<file path="src/rtl/code_loader_pkg.sv">
// Shared definitions for the BPF instruction loader and its host-side driver model.
package code_loader_pkg;

  typedef enum logic [1:0] {
    ST_IDLE = 2'd0,
    ST_LOAD = 2'd1,
    ST_DONE = 2'd2,
    ST_ERR  = 2'd3
  } state_t;

  // Stream word order within one instruction: the high half arrives first.
  localparam bit HI_WORD_FIRST = 1'b1;

endpackage

</file>
<file path="src/rtl/code_loader.sv">
// Packs a 32-bit word stream into 64-bit instructions and writes them to codemem from address 0.
module code_loader
  import code_loader_pkg::*;
#(
  parameter int unsigned ADDR_WIDTH = 10,
  parameter int unsigned DATA_WIDTH = 64,
  parameter int unsigned WORD_WIDTH = 32
) (
  input  logic                  clk,
  input  logic                  rst_n,
  input  logic                  start,
  output logic                  busy,
  output logic                  done,
  output logic                  err,
  output logic [ADDR_WIDTH:0]   prog_len,
  input  logic [WORD_WIDTH-1:0] s_data,
  input  logic                  s_valid,
  output logic                  s_ready,
  input  logic                  s_last,
  output logic [ADDR_WIDTH-1:0] wr_addr,
  output logic [DATA_WIDTH-1:0] wr_data,
  output logic                  wr_en
);

  localparam logic [ADDR_WIDTH:0] DEPTH = {1'b1, {ADDR_WIDTH{1'b0}}};

  state_t                state, state_nx;
  logic                  half;
  logic [ADDR_WIDTH:0]   count;
  logic [WORD_WIDTH-1:0] hi;
  logic                  beat;
  logic                  full;

  assign s_ready = (state == ST_LOAD);
  assign busy    = (state == ST_LOAD);
  assign done    = (state == ST_DONE);
  assign err     = (state == ST_ERR);
  assign beat    = s_valid & s_ready;
  assign full    = (count == DEPTH);

  always_comb begin
    state_nx = state;
    case (state)
      ST_IDLE: if (start) state_nx = ST_LOAD;
      ST_LOAD: begin
        if (beat) begin
          if (full)        state_nx = ST_ERR;
          else if (s_last) state_nx = half ? ST_DONE : ST_ERR;
        end
      end
      ST_DONE: state_nx = ST_IDLE;
      ST_ERR:  if (start) state_nx = ST_LOAD;
      default: state_nx = ST_IDLE;
    endcase
  end

  always_ff @(posedge clk) begin
    if (!rst_n) state <= ST_IDLE;
    else        state <= state_nx;
  end

  always_ff @(posedge clk) begin
    if (!rst_n) begin
      half     <= 1'b0;
      count    <= '0;
      hi       <= '0;
      wr_en    <= 1'b0;
      wr_addr  <= '0;
      wr_data  <= '0;
      prog_len <= '0;
    end else begin
      wr_en <= 1'b0;
      case (state)
        ST_IDLE, ST_ERR: begin
          if (start) begin
            count <= '0;
            half  <= 1'b0;
          end
        end
        ST_LOAD: begin
          // A beat at full depth is an overflow: nothing is latched or written.
          if (beat && !full) begin
            if (!half) begin
              if (!s_last) begin
                hi   <= s_data;
                half <= 1'b1;
              end
            end else begin
              wr_data <= HI_WORD_FIRST ? {hi, s_data} : {s_data, hi};
              wr_addr <= count[ADDR_WIDTH-1:0];
              wr_en   <= 1'b1;
              count   <= count + 1'b1;
              half    <= 1'b0;
              if (s_last) prog_len <= count + 1'b1;
            end
          end
        end
        default: ;
      endcase
    end
  end

endmodule

</file>
<file path="config.mk">
export PLATFORM = sky130hd
export DESIGN_NAME = code_loader
export DESIGN_NICKNAME = d
export VERILOG_FILES = /design/src/rtl/code_loader_pkg.sv /design/src/rtl/code_loader.sv
export SDC_FILE = /design/constraint.sdc
export NUM_CORES = 1
export LEC_CHECK = 0
export CAP_MARGIN = 10
export CORE_UTILIZATION = 46
export CTS_BUF_LIST = sky130_fd_sc_hd__clkbuf_4
export DETAILED_ROUTE_END_ITERATION = 7
export HOLD_SLACK_MARGIN = 0.03
export PLACE_DENSITY_LB_ADDON = 0.12
export SLEW_MARGIN = 20
export SYNTH_ARGS = -nofsm -noshare
export SYNTH_HDL_FRONTEND = slang
export SYNTH_SLANG_ARGS = --single-unit
</file>
<file path="constraint.sdc">
create_clock -name clk -period 2.07 [get_ports clk]
set_input_delay 0.414 -clock clk [delete_from_list [all_inputs] [get_ports clk]]
set_output_delay 0.414 -clock clk [all_outputs]
set_load 0.05 [all_outputs]
</file>
# --- Word-level counts from Yosys, hierarchy flattened ---
# Index checks and enable logic that the tools add are counted.
op_classes:
  add_sub_neg: 1
  n_eq_ne: 9
  muxes: 16
  bitwise_logic: 3
  reduce_logical: 12
ops:
  columns: ["operator", "count"]
  rows:
  - ["11-bit two-way mux", 3]
  - ["11-bit case mux with 2 select lines", 1]
  - ["3-bit AND reduction", 4]
  - ["4-bit AND reduction", 3]
  - ["11-bit by 1-bit adder with 11-bit output, second input constant", 1]
  - ["11-bit == test, second input constant", 1]
  - ["2-bit two-way mux", 4]
  - ["2-bit by 1-bit != test with 1-bit output, second input constant", 4]
  - ["1-bit two-way mux", 6]
  - ["2-bit case mux with 3 select lines", 1]
  - ["2-bit == test, second input constant", 2]
  - ["3-bit by 1-bit != test with 1-bit output, second input constant", 1]
  - ["2-bit by 1-bit == test with 1-bit output, second input constant", 1]
  - ["2-bit zero test", 1]
  - ["1-bit NOT", 2]
  - ["1-bit case mux with 2 select lines", 1]
  - ["2-bit nonzero test", 1]
  - ["2-bit OR reduction", 1]
  - ["1-bit AND", 1]
  - ["1-bit logical AND", 1]
  - ["1-bit zero test", 1]
word_totals:
  register_bits: 132
  inputBits: 37
  output_inout_bits: 90

# --- Logic depth before layout (Yosys ltp) ---
# Gate-level depths: netlist (run 1).
logic_depth:
  depth_word: 5
  depth_mapped: 10
  mapped_depth_nobuf: 7

# --- Worst setup path before layout (run 1) ---
# No wires, ideal clock.
synth_timing:
  kind: "flip-flop to flip-flop"
  from: "reg state[0]"
  to: "reg count[10]"
  t_arrival_ns: 2.411
  t_required_ns: 2.000
  path_slack_ns: -0.411
  stages_incl_launch_ff: 9
  path_cell_list: "dfxtp_1 -> ha_1 -> buf_2 -> and3_2 -> o31ai_4 -> buf_6 -> or2_2 -> or3_1 -> a21oi_1"
synth_via:
  elab_chain_len: 5
  elab_cells_between_ends: 12
synth_lines:
  columns: ["element", "line", "rtl"]
  rows:
  - ["from (decl)", "code_loader.sv:27", "state_t state, state_nx;"]
  - ["from (signal assigned)", "code_loader.sv:59", "else state <= state_nx;"]
  - ["2-bit by 1-bit == test with 1-bit output (*)", null, null]
  - ["named net busy", "code_loader.sv:12", "output logic busy,"]
  - ["1-bit AND", "code_loader.sv:38", "assign beat = s_valid & s_ready;"]
  - ["1-bit logical AND", "code_loader.sv:82", "if (beat && !full) begin"]
  - ["2-bit by 1-bit != test with 1-bit output (no source line)", null, null]
  - ["4-bit AND reduction (no source line)", null, null]
  - ["to (signal assigned)", "code_loader.sv:92", "count <= count + 1'b1;"]
  - ["to (decl)", "code_loader.sv:29", "logic [ADDR_WIDTH:0] count;"]
# The timed path passes the listed nets; every way through them passes the cells marked *.
# A chain may end at the register's enable or synchronous reset.

# --- Final worst setup path (run 1) ---
layout_timing:
  from: "reg count[1]"
  to: "reg wr_data[25]"
layout_via:
  elab_chain_len: 4
layout_lines:
  columns: ["element", "line", "rtl"]
  rows:
  - ["11-bit == test", "code_loader.sv:39", "assign full = (count == DEPTH);"]
  - ["1-bit zero test", "code_loader.sv:82", null]
  - ["1-bit logical AND", "code_loader.sv:82", null]
  - ["3-bit AND reduction (no source line)", null, null]
  - ["to (signal assigned)", "code_loader.sv:89", "wr_data <= HI_WORD_FIRST ? {hi, s_data} : {s_data, hi};"]
  - ["to (decl)", "code_loader.sv:21", "output logic [DATA_WIDTH-1:0] wr_data,"]
# Every way passes these cells.

==> flow_summary.json, run 1 <==
{
  "reg2reg_to": "wr_data[25]",
  "fin_nets": 781,
  "fp.dieH_microns": 108,
  "drive_gt1_share_pct": 16.8,
  "drt_first_pass_iters": 5,
  "syn_inst": 601,
  "multiInputGateArea_sq_mm": 0.00234,
  "syn-num-nets": 644,
  "syn_area_sq_mm": 0.00517,
  "first_iter_violations": 272,
  "synth_top_area_share_pct": 51.1,
  "finalPower_w": 0.00497,
  "coreArea_sq_mm": 0.0109,
  "remaining_drc_errors": 0,
  "timing.final.crit_share_pct": 103,
  "grt_pass1_vias": 4120,
  "internal_power_w": 0.00352,
  "seq_area_sq_mm": 0.00265,
  "grt-ovfl-total": 0,
  "regToRegStartpoint": "count[1]",
  "regToRegSetupSlack_ns": -0.05,
  "htreeDepth": 4,
  "cts_tree": "yes",
  "syn_to_final_growth_pct": 37.9,
  "clockBufferDepth": 2,
  "whs_path_depth": 4,
  "worst_hold_slack_ns": 0.329,
  "grt_max_degree": 161,
  "seqPwrFrac_pct": 53.5,
  "synth_edf_count": 0,
  "dp.cells": 845,
  "worst_pin_slew_ns": 0.624,
  "start_util_pct": 47.5,
  "failed_checks": "setup timing",
  "ys_seq_elements": 132,
  "routabilityCongestion": 0.814,
  "clk_latency_ns": 0.51,
  "min_period_ns": 2.12,
  "yosysWarnings": 0,
  "cp.required_ns": 2.51,
  "die_area_sq_mm": 0.0117,
  "p_sw_w": 0.00144,
  "worstPathArrival_ns": 2.56,
  "drt.antenna.violating_nets": 0,
  "setup-violations-final": 12,
  "port_buffers": 126,
  "yosysSeqAreaShare_pct": 51.1,
  "slew_headroom_pct": 58.4,
  "routed_wl_microns": 13400,
  "synth.most_common_cell": "dfxtp_1",
  "skew_ns": 0.0145,
  "reg2regPathDepth": 8,
  "p_per_area_mw_per_mm2": 696,
  "ys.flop_type": "dfxtp_1",
  "slowest_delay_ns": 0.51,
  "hp-class": "in -> reg",
  "worstPathCellList": "inv_2 > ha_4 > or4b_4 > o31ai_4 > buf_8 > clkbuf_16 > nand3_1 > o21ai_1",
  "viasPerCell": 5.33,
  "fmax_mhz": 471,
  "rsz0062_at_grt": "true",
  "n_antenna_cell": 0,
  "switching_share_pct": 29.0,
  "synth.distinct_cells": 43,
  "leakagePower_nw": 2.97,
  "synth.cells.most_frequent": "132 x dfxtp_1, 118 x nand3_1, 82 x nand2_1, 66 x o21ai_0, 39 x o21ai_1",
  "stdcell_count": 891,
  "clkPwrFrac_pct": 29.4,
  "io_pins": 127,
  "crit_start": "count[1]",
  "ys_async_sr_fraction_pct": 0,
  "critPathSlowestCell": "or4b_4",
  "maxSlewViolCount": 0,
  "end_kind": "flip-flop",
  "rows": 38,
  "endpoint": "wr_data[25]",
  "p_comb_share_pct": 17.1,
  "outcome": "finished with violations",
  "synth_area_leader_cell": "dfxtp_1",
  "dieWidth_microns": 108,
  "setup_slack_ns": -0.0541,
  "yosys-top-cells-area": "dfxtp_1 51%, nand3_1 11%, o21ai_0 6.4%",
  "holdBufCountCts": 0,
  "postLayoutCoreUtil_pct": 65.5,
  "cp-start-kind": "flip-flop",
  "cts_made_buffers": 17,
  "cts-root-buf": "clkbuf_4",
  "cap_viol_max_count": 0,
  "grt_pass1_wl_microns": 19400,
  "fillerInstances": 957,
  "cts.sinks": 132,
  "dr_total_vias": 4745,
  "dpl_cell_area_sq_mm": 0.00657,
  "gr-usage-all-layers_pct": 21.3,
  "fin_area_sq_mm": 0.00713,
  "hold_viol_final": 0,
  "syn-mean-instance-area_sq_um": 8.61,
  "antenna_found_initial": 0,
  "crit_fanout": 8,
  "clk_pin_slew_ns": 0.11,
  "dp_hpwl_microns": 8220,
  "criticalPathCategory": "reg -> reg",
  "vdd_drop_max_uv": 776,
  "wl_per_cell_microns": 15.0
}
per-layer routing:
layer	share of wire (%)	up-vias	routed length (microns)	GRT usage (%)
li1	-	2374	-	-
met1	44	2224	5860	25.9
met2	49	122	6520	35.6
met3	4.8	25	642	5.61
met4	2.5	0	330	8.61
met5	0	-	0	0
power groups by stage:
stage               sequential, W  clock, W  combinational (W)
CTS                       0.00265   0.00151           0.000815
detailed placement        0.00271         0           0.000811
global route              0.00266   0.00162           0.000918
floorplan                 0.00274         0           0.000573
global placement          0.00271         0           0.000799
finish                    0.00266   0.00146           0.000852
timing repair:
action | 4_1_cts | 5_1_grt
pin swaps | 1 | 14
gates cloned | 2 | 8
buffers inserted | 1 | 3
gates resized for setup | 92 | 90
setup endpoints to repair | 126 | 98
flip-flops by register name, summed over array words and instances (netlist names):
name and count:
hi 32, wr_addr 10, state 2, prog_len 11, wr_data 64, count 11
half 1, wr_en 1
area by class of cell:
type / instances / share of cell area, %
Clock inverter: 14 / 1.33
Tap cell: 140 / 2.46
Multi-Input combinational cell: 409 / 32.8
Timing Repair Buffer: 171 / 24.1
Clock buffer: 18 / 1.89
Inverter: 7 / 0.368
Sequential cell: 132 / 37.1
per-stage QoR:
stage,setup WS (ns),TNS [ns]
after floorplan,0.00375,0
after global placement,0.00376,0
after detailed placement,-0.0928,-2.13
after CTS,0.00964,0
after global routing,-0.108,-3.20
final,-0.0541,-0.190
cells by family after synthesis:
| group | after synthesis | share of synthesized area (%) |
|---|---|---|
| and+or+nand+nor | 248 | 22.8 |
| DFF | 132 | 51.1 |
| AOI/OAI and AO/OA | 140 | 14.9 |
| xor gates and xnor gates | 9 | 1.52 |
| adders and majority gates | 6 | 1.45 |
| muxes | 6 | 1.16 |
| buffers and inverters | 60 | 7.04 |
layout by cell type, fill, tap and decap left out, types with 3 or more instances in the layout:
cell type / synthesis / final
a21oi_1: 14 / 14
nand2_1: 82 / 82
mux2i_1: 6 / 6
clkbuf_4: 0 / 19
o21ai_1: 39 / 84
dfxtp_1: 132 / 129
dlygate4sd2_1: 0 / 86
clkdlybuf4s50_1: 0 / 35
nor2_1: 21 / 16
dfxtp_2: 0 / 3
inv_1: 7 / 4
o21ai_2: 0 / 5
nand3_2: 0 / 17
clkinv_1: 0 / 4
nand3b_1: 4 / 4
buf_6: 16 / 3
o21a_1: 4 / 4
o21ai_0: 66 / 16
nand4_1: 3 / 3
nand3_1: 118 / 101
o31ai_1: 4 / 3
buf_4: 1 / 32
buf_16: 0 / 3
clkbuf_16: 0 / 7
inv_2: 0 / 3
ha_1: 6 / 4
clkinv_2: 0 / 7
or2_2: 3 / 3
buf_12: 0 / 3
xnor2_1: 7 / 7
nor2_2: 1 / 4
a211oi_1: 8 / 6
worst min-delay path by stage:
| stage | start | endpoint |
|---|---|---|
| 3_5_place_dp | hi[5] | hi[5] |
| 3_3_place_gp | hi[26] | hi[26] |
| 4_1_cts | rst_n | count[3] |
| 2_1_floorplan | hi[10] | hi[10] |
| 6_report | rst_n | count[3] |
| 5_1_grt | rst_n | count[3] |
critical path: cells and delay by family, from the launching register on:
kind / cells / cell delay [ns]
flip-flops: 1 / 0.34
AO/OA/AOI/OAI: 2 / 0.52
AND/OR/NAND/NOR: 2 / 0.59
adder cells (fa/ha/maj): 1 / 0.12
buffers and inverters: 3 / 0.48
(Power assumes the default switching activity.)
==> inputs of run 2 (changes only) <==
Settings changed: PLACE_DENSITY set to 0.78, PLACE_DENSITY_LB_ADDON 0.12 to not set.
Clock period 2.07 ns to 1.7 ns, I/O delays scaled along.
==> flow_summary.json, run 2 (synthesis results as in run 1) <==
{
  "outcome": "finished with violations",
  "failed_checks": "setup timing",
  "dr_total_vias": 4978,
  "internal_power_w": 0.00486,
  "first_iter_violations": 266,
  "grt_max_degree": 43,
  "seq_area_sq_mm": 0.00265,
  "start_util_pct": 47.5,
  "remaining_drc_errors": 0,
  "fillerInstances": 831,
  "crit_fanout": 7,
  "fmax_mhz": 494,
  "setup_slack_ns": -0.322,
  "hold_viol_final": 0,
  "fin_area_sq_mm": 0.00759,
  "dp_hpwl_microns": 8780,
  "grt_pass1_vias": 4557,
  "setup-violations-final": 134,
  "maxSlewViolCount": 0,
  "vdd_drop_max_uv": 896,
  "routed_wl_microns": 14500,
  "clk_latency_ns": 0.54,
  "drt_first_pass_iters": 4,
  "grt_pass1_wl_microns": 21500,
  "min_period_ns": 2.02,
  "dieWidth_microns": 108,
  "top_regs": "wr_data x64, hi x32",
  "io_pins": 127,
  "cts_made_buffers": 17,
  "slowest_delay_ns": 0.52,
  "coreArea_sq_mm": 0.0109,
  "rsz0062_at_grt": "true",
  "rows": 38,
  "fp.dieH_microns": 108,
  "clockBufferDepth": 2,
  "criticalPathCategory": "reg -> reg",
  "drive_gt1_share_pct": 35.8,
  "critPathSlowestCell": "or4b_4",
  "regToRegSetupSlack_ns": -0.32,
  "p_sw_w": 0.00190,
  "leakagePower_nw": 2.94,
  "skew_ns": 0.0175,
  "switching_share_pct": 28.1,
  "die_area_sq_mm": 0.0117,
  "regMostFlops": "wr_data",
  "worstPathCellList": "inv_2 > ha_1 > or4b_4 > o31ai_4 > buf_6 > or2_4 > nor4_2 > o21a_1",
  "viasPerCell": 5.45,
  "routabilityCongestion": 0.920,
  "seqPwrFrac_pct": 48.0,
  "finalSetupTns_ns": -29.89,
  "cp-start-kind": "flip-flop",
  "fin_nets": 805,
  "cp.required_ns": 2.14,
  "worstPathArrival_ns": 2.46,
  "wl_per_cell_microns": 15.9,
  "slew_headroom_pct": 73.2,
  "pre_cts_ws_ns": -0.530,
  "largest_register_ff_count": 64,
  "cts_tree": "yes",
  "dpl_cell_area_sq_mm": 0.00658,
  "worst_hold_slack_ns": 0.164,
  "crit_family": "simple AND/OR/NAND/NOR gates",
  "clkPwrFrac_pct": 29.1,
  "port_buffers": 126,
  "layout_commonest_cell": "dfxtp_1",
  "cap_viol_max_count": 0,
  "drt.antenna.violating_nets": 0,
  "cp_num_buf_inv": 2,
  "p_comb_share_pct": 22.9,
  "postLayoutCoreUtil_pct": 69.7,
  "cts.sinks": 132,
  "antenna_found_initial": 0,
  "timing.final.crit_share_pct": 119,
  "clk_pin_slew_ns": 0.10,
  "multiInputGateArea_sq_mm": 0.00259,
  "grt-ovfl-total": 0,
  "syn_to_final_growth_pct": 46.8,
  "hp-class": "in -> reg",
  "layout_common_cells": "128 x dfxtp_1, 126 x buf_4, 90 x nand3_1",
  "worst_pin_slew_ns": 0.397,
  "cts-root-buf": "clkbuf_4",
  "htreeDepth": 4,
  "n_antenna_cell": 0,
  "end_kind": "flip-flop",
  "p_per_area_mw_per_mm2": 890,
  "gr-usage-all-layers_pct": 23.7
}
## run 2: changes by cell type in the layout (fill, tap and decap cells not counted), sizes merged
| cell | before | now |
|---|---|---|
| buf | 42 | 153 |
| dlygate4sd2 | 86 | 0 |
| clkinv | 11 | 7 |
| clkinvlp | 2 | 0 |
| nor2 | 22 | 24 |
| bufinv | 1 | 2 |
| clkbuf | 26 | 27 |
## run 2: layout make-up
cell class | count | area share, %
Sequential cell | 132 | 34.9
Clock buffer | 22 | 2.17
Clock inverter | 9 | 1.15
Multi-Input combinational cell | 411 | 34.1
Timing Repair Buffer | 193 | 24.9
Inverter | 7 | 0.379
Tap cell | 140 | 2.31
## run 2: timing repair
action | 4_1_cts | 5_1_grt
buffers inserted | 4 | 4
pin swaps | 7 | 22
gates cloned | 4 | 9
setup endpoints to repair | 136 | 136
gates resized for setup | 49 | 90
hold endpoints to repair | 0 | 0
hold buffers | 0 | 0
## run 2: through the flow
step | power, W | instances
2_1_floorplan | 0.00405 | 601
3_3_place_gp | 0.00450 | 863
3_5_place_dp | 0.00453 | 863
4_1_cts | 0.00655 | 902
5_1_grt | 0.00707 | 914
6_report | 0.00676 | 914
## run 2: worst paths after layout
| check | from | endpoint | cells after the start |
|---|---|---|---|
| max | count[0] | count[8] | 8 |
| min | rst_n | wr_data[29] | 3 |
| max reg2reg | count[0] | count[8] | 8 |
| min reg2reg | hi[7] | hi[7] | 2 |
## run 2: tightest hold or removal path: cells and delay by family
kind / cells / cell delay (ns)
compound gates: 1 / 0.06
buf+inv: 1 / 0.18
simple gates: 1 / 0.08
## run 2: metal layers
metal	up-vias	routed length, microns	track usage (%)
li1	2433	-	-
met1	2372	5930	28.2
met2	148	7460	40.5
met3	25	863	6.39
met4	0	280	9.30
met5	-	0	0
## run 2: power by group through the flow
stage / sequential [W] / clock, W / combinational, W
after floorplan: 0.00334 / 0 / 0.000703
after global placement: 0.00330 / 0 / 0.00121
after detailed placement: 0.00330 / 0 / 0.00123
after CTS: 0.00325 / 0.00200 / 0.00131
after global routing: 0.00326 / 0.00216 / 0.00166
final: 0.00325 / 0.00196 / 0.00155
